--- src/rtl/axi_read_arbiter.sv ---
// Two-master, single-outstanding AXI read arbiter onto one slave read port.
// Define ARB_ROUND_ROBIN_EN for round-robin arbitration; otherwise master 0 always has priority.
module axi_read_arbiter (
   input  logic        clk,
   input  logic        reset_n,
   input  logic [63:0] m_araddr,
   input  logic [5:0]  m_arprot,
   input  logic [1:0]  m_arvalid,
   output logic [1:0]  m_arready,
   output logic [63:0] m_rdata,
   output logic [3:0]  m_rresp,
   output logic [1:0]  m_rvalid,
   input  logic [1:0]  m_rready,
   output logic [31:0] s_araddr,
   output logic [2:0]  s_arprot,
   output logic        s_arvalid,
   input  logic        s_arready,
   input  logic [31:0] s_rdata,
   input  logic [1:0]  s_rresp,
   input  logic        s_rvalid,
   output logic        s_rready
);

   typedef enum logic [1:0] {IDLE, ADDR, DATA} state_t;

   state_t      state_q, state_d;
   logic        g_q, g_d;
   logic        prio;
   logic        win;
   logic [31:0] addr_q, addr_d;
   logic [2:0]  prot_q, prot_d;
   logic [1:0]  arready_c;

`ifdef ARB_ROUND_ROBIN_EN
   logic p_q, p_d;

   assign prio = p_q;

   always_ff @(posedge clk or negedge reset_n) begin
      if (!reset_n) p_q <= 1'b0;
      else          p_q <= p_d;
   end
`else
   assign prio = 1'b0;
`endif

   // A lone requester wins outright; under contention the priority pointer decides.
   assign win = (m_arvalid == 2'b11) ? prio : m_arvalid[1];

   always_ff @(posedge clk or negedge reset_n) begin
      if (!reset_n) begin
         state_q <= IDLE;
         g_q     <= 1'b0;
         addr_q  <= '0;
         prot_q  <= '0;
      end else begin
         state_q <= state_d;
         g_q     <= g_d;
         addr_q  <= addr_d;
         prot_q  <= prot_d;
      end
   end

   always_comb begin
      state_d   = state_q;
      g_d       = g_q;
      addr_d    = addr_q;
      prot_d    = prot_q;
`ifdef ARB_ROUND_ROBIN_EN
      p_d       = p_q;
`endif
      arready_c = '0;
      m_rvalid  = '0;
      s_arvalid = 1'b0;
      s_rready  = 1'b0;
      case (state_q)
         IDLE: begin
            if (|m_arvalid) begin
               arready_c[win] = 1'b1;
               g_d     = win;
               addr_d  = win ? m_araddr[63:32] : m_araddr[31:0];
               prot_d  = win ? m_arprot[5:3]   : m_arprot[2:0];
               state_d = ADDR;
            end
         end
         ADDR: begin
            s_arvalid = 1'b1;
            if (s_arready) state_d = DATA;
         end
         DATA: begin
            m_rvalid[g_q] = s_rvalid;
            s_rready      = m_rready[g_q];
            if (s_rvalid && m_rready[g_q]) begin
               state_d = IDLE;
`ifdef ARB_ROUND_ROBIN_EN
               p_d     = ~g_q;
`endif
            end
         end
         default: state_d = IDLE;
      endcase
   end

   // The accept strobe is combinational from m_arvalid, so reset must mask it directly.
   assign m_arready = arready_c & {2{reset_n}};
   assign s_araddr  = addr_q;
   assign s_arprot  = prot_q;
   assign m_rdata   = {2{s_rdata}};
   assign m_rresp   = {2{s_rresp}};

endmodule

--- config.mk ---
export PLATFORM = sky130hd
export DESIGN_NAME = axi_read_arbiter
export DESIGN_NICKNAME = d
export VERILOG_FILES = /design/src/rtl/axi_read_arbiter.sv
export SDC_FILE = /design/constraint.sdc
export NUM_CORES = 1
export LEC_CHECK = 0
export CAP_MARGIN = 20
export CORE_UTILIZATION = 25
export DETAILED_ROUTE_END_ITERATION = 16
export PLACE_DENSITY_LB_ADDON = 0.12
export RECOVER_POWER = 25
export SLEW_MARGIN = 20
export SYNTH_ARGS = -nofsm -noshare
export SYNTH_HDL_FRONTEND = slang
export SYNTH_SLANG_ARGS = --single-unit
--- constraint.sdc ---
create_clock -name clk -period 4.8 [get_ports clk]
set_clock_uncertainty 0.1 [all_clocks]
set_input_delay 0.48 -clock clk [delete_from_list [all_inputs] [get_ports clk]]
set_output_delay 0.48 -clock clk [all_outputs]
set_load 0.01 [all_outputs]
* Yosys cells after proc, flatten, opt, wreduce, memory -nomap -nowiden
Index checks and enable logic that the tools add are counted.
Cells by class: bitwise operators 2, reductions and logical operators 7, order comparisons 4, mux-type cells 18, equality and inequality tests 6
Operator list (number):
- $mux 32 | 1
- $mux 2 | 6
- $mux 1 | 7
- $ne 2x2->1 const B | 3
- $pmux 2 s3 | 1
- $and 2x2->2 | 2
- $eq 2x2->1 const B | 2
- $lt 1x2->1 const B | 2
- $logic_and 1x1->1 | 3
- $mux 3 | 1
- $reduce_and 3->1 | 1
- $demux 1 s1 | 2
- $eq 2x1->1 const B | 1
- $ge 1x1->1 const B | 2
- $logic_not 2->1 | 1
- $reduce_and 2->1 | 1
- $reduce_or 2->1 | 1
Storage, ports and cells: logic and storage cells 41, register bits 38, output and inout bits 109

* Logic depth before layout (Yosys ltp)
Gate-level depths: netlist of the first run.
word-level depth 9, gate-level depth with buffers 5, depth with buffers taken out 3

* Worst setup path after synthesis of the first run
No wires, ideal clock.
path type input to output, from input port m_arvalid[1], to output port m_arready[1], buffers on the path 2, cell stages on the path 4, required time 4.220 ns, path slack 3.115 ns, arrival time 1.105 ns, path through nor2b_2 buf_6 buf_8 and3_1
On the way: longest elaborated chain between the ends 9
Ends and longest elaborated chain:
- start: declaration | RTL line 8 | input logic [1:0] m_arvalid,
- $eq 2x2->1 | RTL line 48 | assign win = (m_arvalid == 2'b11) ? prio : m_arvalid[1];
- $mux 1 | RTL line 48
- $lt 1x2->1 (not written as such) / $ge 1x1->1 (equally long branches) | RTL line 79 | arready_c[win] = 1'b1;
- $logic_and 1x1->1 (not written as such) | RTL line 79
- $mux 1 (not written as such) | RTL line 79
- $demux 1 s1 | RTL line 79
- $mux 2 * | RTL line 78 | if (|m_arvalid) begin
- $mux 2 * | RTL line 76 | case (state_q)
- $and 2x2->2 * | RTL line 105 | assign m_arready = arready_c & {2{reset_n}};
- end: declaration | RTL line 9 | output logic [1:0] m_arready,
Every way passes the cells marked *; elsewhere a longest branch is shown, timed or not.

* Final worst setup path of the first run
Same ends and word-level chain as after synthesis.

==> results of run 1 <==
[through the flow]
stage	cells	utilization	total power, uW
floorplan	202	-	1170
global placement	383	0.332	1560
detailed placement	383	0.332	1560
CTS	391	0.345	1910
global route	391	0.345	1990
finish	391	0.345	1870
[cell usage in the layout (no fill, tap or decap), types with 2 or more instances in the layout]
master	n
mux2_4	58
mux2_2	12
nor2b_1	2
nor2_1	2
bufinv_16	2
clkbuf_8	5
dfrtp_1	38
a21oi_1	2
buf_4	3
and3_1	2
clkdlybuf4s50_1	117
[cells by family after synthesis]
logic type | count (synthesis) | synth area share
buf+inv | 77 | 0.230
mux | 71 | 0.379
flops | 38 | 0.355
simple gates | 11 | 0.0257
compound gates | 5 | 0.0112
[synth_stat cells, drive strengths merged]
master | instances | area [sq um]
mux2 | 70 | 1010
nor2b | 3 | 21.3
mux2i | 1 | 10.0
nand2b | 1 | 6.26
o21ai | 1 | 5.00
o21a | 1 | 7.51
nor3b | 1 | 7.51
nor2 | 2 | 7.51
nand2 | 1 | 3.75
and3 | 2 | 12.5
and4b | 1 | 10.0
inv | 1 | 3.75
a21o | 1 | 7.51
dfrtp | 38 | 951
a21oi | 2 | 10.0
buf | 76 | 612
[worst min-delay path by stage]
| stage | cells after the start | to | start | slack (ns) |
|---|---|---|---|---|
| floorplan | 0 | g_q | reset_n | 0.08 |
| global placement | 1 | s_araddr[30] | s_araddr[30] | 0.39 |
| detailed placement | 1 | s_araddr[11] | s_araddr[11] | 0.39 |
| CTS | 2 | s_araddr[4] | reset_n | 0.16 |
| global route | 2 | s_araddr[4] | reset_n | 0.20 |
| finish | 2 | s_araddr[25] | reset_n | 0.14 |
[cell type report]
| type | instances | area (sq um) | share of cell area |
|---|---|---|---|
| clock buffers | 5 | 68.8 | 0.0192 |
| clock inverters | 3 | 68.8 | 0.0192 |
| inverters | 1 | 3.75 | 0.00105 |
| multi-input cells | 87 | 1120 | 0.313 |
| flip-flops and latches | 38 | 951 | 0.265 |
| well taps | 136 | 170 | 0.0475 |
| repair buffers | 121 | 1200 | 0.335 |
[sequential cells by signal (all words and copies together), names as in the netlist]
name      count
state_q       2
g_q           1
s_araddr     32
s_arprot      3
[power by group through the flow]
stage / sequential (uW) / combinational, uW / clock [uW]
final: 579 / 959 / 333
after global routing: 605 / 1020 / 361
after CTS: 583 / 977 / 352
after detailed placement: 585 / 972 / 0
after global placement: 585 / 976 / 0
after floorplan: 649 / 521 / 0
[per-layer routing]
metal,vias up,global-route usage
li1,720,-
met1,742,0.122
met2,79,0.158
met3,12,0.0359
met4,0,0.0417
met5,-,0
==> results.cfg, run 1 <==
[timing]
timing.final.ws_setup_ns = 2.40
worst_slew_pin_slew_ns = 0.657
finalCritPeriodShare = 0.500
clock.fmax_mhz = 417
finalSetupTns_ns = 0
post-route-min-period_ns = 2.40
final_hold_viol_count = 0
rsz0062_at_grt = no
maxSlewHeadroom = 0.562
setup_violations = 0
finalMaxSlewViolations = 0
timing.hold.ws_ns = 0.144

[final_layout]
syn_to_final_growth_pct = 33.6
layout-drive-gt1-share = 0.329
fin_area_sq_um = 3580
nNetsFinal = 366
diodes = 0
fillers = 1048

[detailed_routing]
vias_per_cell = 3.97
met3_length_um = 542
met2_length_um = 2430
finalWirelength_um = 5350
highest_layer = met4
ant_nets = 0
drtPass1Iterations = 2
wl_per_cell_um = 13.7
drc_errors = 0
num_vias = 1553
drt_iter0_drc = 36
wl_met1_um = 2320

[cts]
cts-root-buf = clkbuf_8
clock_latency_ns = 0.29
cts_made_buffers = 5
clk_path_buf_depth = 2
clk_pin_slew_worst_paths_ns = 0.08
h-tree-depth = 2
cts_resized = 0
cts_sinks = 38
cts_tree = done
holdBufCountCts = 0
cts_setup_buffers = 0

[power_and_ir_drop]
p_per_area_nw_per_um2 = 522
power.combinational.fraction = 0.513
p_seq_frac = 0.309
clkPwrFrac = 0.178
p_sw_uw = 539
peakVddDrop_mv = 0.163
p_leak_uw = 0.00154
internal-power_uw = 1330
sw_frac_of_total = 0.288

[global_route]
grtUsageTotal = 0.0997
grt_max_degree = 41
grt_overflow_total = 0
grt_pass1_wl_um = 8680
first_global_vias = 1647
antenna_found_initial = 0

[critical_path]
crit_chain = clkdlybuf4s50_1 -> nor2b_4 -> and3_1 -> clkdlybuf4s50_1
reg2reg_depth = 4
cp.arrival_ns = 1.82
crit_start = m_arvalid[1]
cp-start-kind = primary input
cp_max_fo = 3
cpPeakStageDelay_ns = 0.53
reg2reg_from = state_q[0]
end_kind = primary output
crit_family = buffers and inverters
crit_slowest_cell = clkdlybuf4s50_1
worst_r2r_endpoint = s_araddr[5]
cp-endpoint = m_arready[1]
crit_top_cell = clkdlybuf4s50_1
crit_type = in2out
cp_num_cells = 4
critPathRequiredTime_ns = 4.22
r2r_slack_ns = 2.81
critical_path_buf_inv_count = 2

[placed_design]
hpwl_um = 3580
dpl_cell_area_sq_um = 3440
finalWeightedCongestion = 0.674
portBuffers = 118
post-place-ws_ns = 2.19

[yosys]
ys_warn_count = 0
synth.cell_area_sq_um = 2680
synth_seq_area_share = 0.355
syn_area_per_cell_sq_um = 13.3
yosys.cell_types.count = 20
syn_nets = 314
syn_inst = 202
synth-seq-cells = 38

[min_path]
hp-class = in2async

[floorplan]
fp-row-count = 37
core-area_sq_um = 10400
ios = 221
die_h_um = 106
dieArea_sq_um = 11100
start_util = 0.259
die_x_um = 106

[job]
max_cap_violations = 0

[status]
status = complete, no violations
Note: power is estimated with default switching activity, not from simulation.
==> run 2, diff against run 1 <==
==> constraint.sdc (replaced) <==
create_clock -name clk -period 2.15 [get_ports clk]
set_clock_uncertainty 0.1 [all_clocks]
set_input_delay 0.215 -clock clk [delete_from_list [all_inputs] [get_ports clk]]
set_output_delay 0.215 -clock clk [all_outputs]
set_load 0.01 [all_outputs]
==> results.cfg, run 2 (synthesis gave the netlist of run 1 again) <==
[floorplan]
fp-row-count = 37
dieArea_sq_um = 11100
die_x_um = 106
core-area_sq_um = 10400
start_util = 0.259
die_h_um = 106
ios = 221

[final_layout]
final_common_cell = clkdlybuf4s50_1
fillers = 1048
diodes = 0
largest_register_ffs = 32
fin_util = 0.347
fin_area_sq_um = 3600
final_cell_mix = clkdlybuf4s50_1, mux2_4, dfrtp_1
nNetsFinal = 369
syn_to_final_growth_pct = 34.4
layout-drive-gt1-share = 0.333

[placed_design]
hpwl_um = 3890
portBuffers = 118
dpl_cell_area_sq_um = 3480
finalWeightedCongestion = 0.674

[detailed_routing]
drc_errors = 0
finalWirelength_um = 5350
met3_length_um = 521
vias_per_cell = 3.89
num_vias = 1533
highest_layer = met4
ant_nets = 0
wl_per_cell_um = 13.6
met2_length_um = 2430
drt_iter0_drc = 13
drtPass1Iterations = 2
wl_met1_um = 2330

[job]
max_cap_violations = 0

[global_route]
grt_overflow_total = 0
grt_pass1_wl_um = 8480
antenna_found_initial = 0
grt_max_degree = 39
first_global_vias = 1720
grtUsageTotal = 0.0968

[timing]
clock.fmax_mhz = 501
rsz0062_at_grt = no
final_hold_viol_count = 0
finalCritPeriodShare = 0.928
worst_slew_pin_slew_ns = 0.501
finalSetupTns_ns = 0
post-route-min-period_ns = 2.00
maxSlewHeadroom = 0.666
finalMaxSlewViolations = 0
setup_violations = 0

[critical_path]
cp-start-kind = flip-flop
end_kind = primary output
reg2reg_from = state_q[0]
crit_type = reg2out
critPathRequiredTime_ns = 1.84
cp.arrival_ns = 1.68
crit_start = state_q[0]
cp_max_fo = 5

[cts]
cts_setup_buffers = 0
cts_resized = 0
clk_path_buf_depth = 2
h-tree-depth = 2
clk_pin_slew_worst_paths_ns = 0.08
cts-root-buf = clkbuf_8
cts_tree = done
cts_sinks = 38
holdBufCountCts = 1
cts_made_buffers = 5
clock_latency_ns = 0.28

[status]
status = complete, no violations

[power_and_ir_drop]
p_per_area_nw_per_um2 = 1130
peakVddDrop_mv = 0.387
p_total_uw = 4060
p_leak_uw = 0.00155

[min_path]
hold_start = s_rdata[9]
hp-class = in2out
## run 2: changes by cell type in the layout (fill, tap and decap cells not counted)
cell / before / now
buf_12: 0 / 2
clkinv_2: 0 / 2
bufinv_16: 2 / 1
clkinv_4: 1 / 0
dlygate4sd3_1: 0 / 1
## run 2: critical path, cell delays in order, from the launching register on
cell and delay (ns):
dfrtp_1 0.40, nor2_1 0.26, and3_1 0.20, clkdlybuf4s50_1 0.53
## run 2: metrics by stage
step	setup slack (ns)	std cells	hold slack (ns)
after floorplan	0.610	202	-0.181
after global placement	0.127	385	0.250
after detailed placement	0.107	385	0.255
after CTS	0.131	394	0.330
after global routing	0.0178	394	0.330
final	0.155	394	0.330
## run 2: cell type report
class | instances | area [sq um] | share of cell area
clock buffer | 5 | 68.8 | 0.0191
timing repair buffer | 124 | 1250 | 0.347
multi-input combinational | 87 | 1120 | 0.311
clock inverter | 3 | 40.0 | 0.0111
sequential | 38 | 951 | 0.264
inverter | 1 | 3.75 | 0.00104
tap | 136 | 170 | 0.0472
## run 2: final timing paths
kind	to	slack, ns	cells past startpoint
worst min register to register	s_araddr[1]	0.41	1
max in group asynchronous	s_araddr[7]	1.12	3
worst max-delay path	m_arready[1]	0.15	3
worst min-delay path	m_rdata[41]	0.33	0
min in group asynchronous	state_q[1]	0.48	3
worst max register to register	s_araddr[0]	0.39	4
## run 2: power by group
part,total [uW],internal (uW),switching (uW)
Sequential,1290,1080,202
Combinational,2180,1450,729
Clock,597,342,255
## run 2: per-layer routing
| layer | global-route usage | vias to the layer above |
|---|---|---|
| met1 | 0.119 | 720 |
| met4 | 0.0357 | 0 |
| met2 | 0.156 | 80 |
| li1 | - | 722 |
| met3 | 0.0340 | 11 |
| met5 | 0 | - |
==> run 3, diff against run 2 <==
--- a/config.mk
+++ b/config.mk
@@ -6,6 +6,7 @@
 export NUM_CORES = 1
 export LEC_CHECK = 0
 export CAP_MARGIN = 20
+export CORE_MARGIN = 4
 export CORE_UTILIZATION = 25
 export DETAILED_ROUTE_END_ITERATION = 16
 export PLACE_DENSITY_LB_ADDON = 0.12
==> results.cfg, run 3 (synthesis gave the netlist of run 1 again) <==
[power_and_ir_drop]
p_sw_uw = 1200
internal-power_uw = 2790
p_leak_uw = 0.00154
power.combinational.fraction = 0.557
sw_frac_of_total = 0.300
peakVddDrop_mv = 0.387
p_per_area_nw_per_um2 = 1110
clkPwrFrac = 0.119
p_seq_frac = 0.324

[floorplan]
start_util = 0.259
die_x_um = 112
ios = 221
core-area_sq_um = 10400
die_h_um = 112
dieArea_sq_um = 12400
fp-row-count = 37

[critical_path]
cp-endpoint = m_arready[1]
crit_start = state_q[0]
worst_r2r_endpoint = s_araddr[20]
critPathRequiredTime_ns = 1.84
crit_slowest_cell = clkdlybuf4s50_1
cpPeakStageDelay_ns = 0.53
crit_type = reg2out
crit_chain = nor2_1 -> and3_1 -> clkdlybuf4s50_1
cp.arrival_ns = 1.66
r2r_slack_ns = 0.35
reg2reg_depth = 4
cp-start-kind = flip-flop
crit_family = buffers and inverters
critical_path_buf_inv_count = 1
cp_max_fo = 5
reg2reg_from = state_q[0]
end_kind = primary output
cp_num_cells = 3

[timing]
setup_violations = 0
finalSetupTns_ns = 0
maxSlewHeadroom = 0.645
worst_slew_pin_slew_ns = 0.532
post-route-min-period_ns = 1.98
timing.hold.ws_ns = 0.330
final_hold_viol_count = 0
finalMaxSlewViolations = 0
timing.final.ws_setup_ns = 0.171
rsz0062_at_grt = no
finalCritPeriodShare = 0.920
clock.fmax_mhz = 505

[placed_design]
post-place-ws_ns = 0.139
finalWeightedCongestion = 0.675
hpwl_um = 4330
portBuffers = 118

[cts]
cts-root-buf = clkbuf_8
clk_path_buf_depth = 2
cts_sinks = 38
clock_latency_ns = 0.28
cts_resized = 0
cts_made_buffers = 5
h-tree-depth = 2
cts_tree = done
clk_pin_slew_worst_paths_ns = 0.07
cts_setup_buffers = 0

[final_layout]
largest_register_ffs = 32
nNetsFinal = 369
final_common_cell = clkdlybuf4s50_1
fillers = 1042
final_cell_mix = clkdlybuf4s50_1, mux2_4, dfrtp_1
diodes = 0
layout-drive-gt1-share = 0.323
syn_to_final_growth_pct = 34.1

[global_route]
grt_max_degree = 39
grt_overflow_total = 0
antenna_found_initial = 0
first_global_vias = 1679
grtUsageTotal = 0.0921
grt_pass1_wl_um = 9140

[detailed_routing]
num_vias = 1550
finalWirelength_um = 5910
drtPass1Iterations = 4
ant_nets = 0
drt_iter0_drc = 17
drc_errors = 0
wl_per_cell_um = 15.0
vias_per_cell = 3.94

[job]
max_cap_violations = 0

[min_path]
hp-class = in2out

[status]
status = complete, no violations
run 3: power groups by stage:
stage	combinational [uW]	sequential, uW	clock, uW
2_1_floorplan	1160	1450	0
3_3_place_gp	2250	1310	0
3_5_place_dp	2260	1300	0
4_1_cts	2270	1300	510
5_1_grt	2360	1350	538
6_report	2220	1290	474
run 3: through the flow:
| stage | total power [uW] | utilization | std cells | cell area, sq um |
|---|---|---|---|---|
| after floorplan | 2610 | - | 202 | 2680 |
| final | 3990 | 0.347 | 393 | 3600 |
| after global placement | 3560 | 0.338 | 385 | 3510 |
| after detailed placement | 3560 | 0.338 | 385 | 3510 |
| after CTS | 4080 | 0.347 | 393 | 3600 |
| after global routing | 4240 | 0.347 | 393 | 3600 |
run 3: worst reg2reg max path, delay by kind of cell (launching register included):
kind | cells | cell delay (ns)
and+or+nand+nor | 1 | 0.25
AOI/OAI and AO/OA | 1 | 0.38
DFF | 1 | 0.40
muxes | 1 | 0.32
buffers and inverters | 1 | 0.24
run 3: final cells by class:
class,count,area (sq um),area share
clock buffer,7,76.3,0.0212
inverter,1,3.75,0.00104
multi-input combinational,87,1120,0.312
sequential,38,951,0.264
tap,136,170,0.0473
timing repair buffer,124,1270,0.354
run 3: layer usage:
metal | GRT usage | up-vias | share of wire
li1 | - | 723 | -
met1 | 0.110 | 724 | 0.42
met2 | 0.148 | 78 | 0.47
met3 | 0.0380 | 25 | 0.096
met4 | 0.0365 | 0 | 0.018
met5 | 0 | - | 0
run 3: worst min-delay path by stage:
stage / start / to / slack (ns) / cells past startpoint
5_1_grt: s_rdata[27] / m_rdata[59] / 0.33 / 0
2_1_floorplan: reset_n / g_q / -0.18 / 0
3_3_place_gp: reset_n / s_araddr[28] / 0.28 / 2
6_report: s_rdata[27] / m_rdata[27] / 0.33 / 0
3_5_place_dp: reset_n / s_araddr[24] / 0.28 / 2
4_1_cts: s_rdata[22] / m_rdata[22] / 0.33 / 0
run 3: repair_timing:
item / CTS / global route
endpoints found under the setup margin: 0 / 0
hold buffers: 1 / 0
endpoints found under the hold margin: 38 / 0
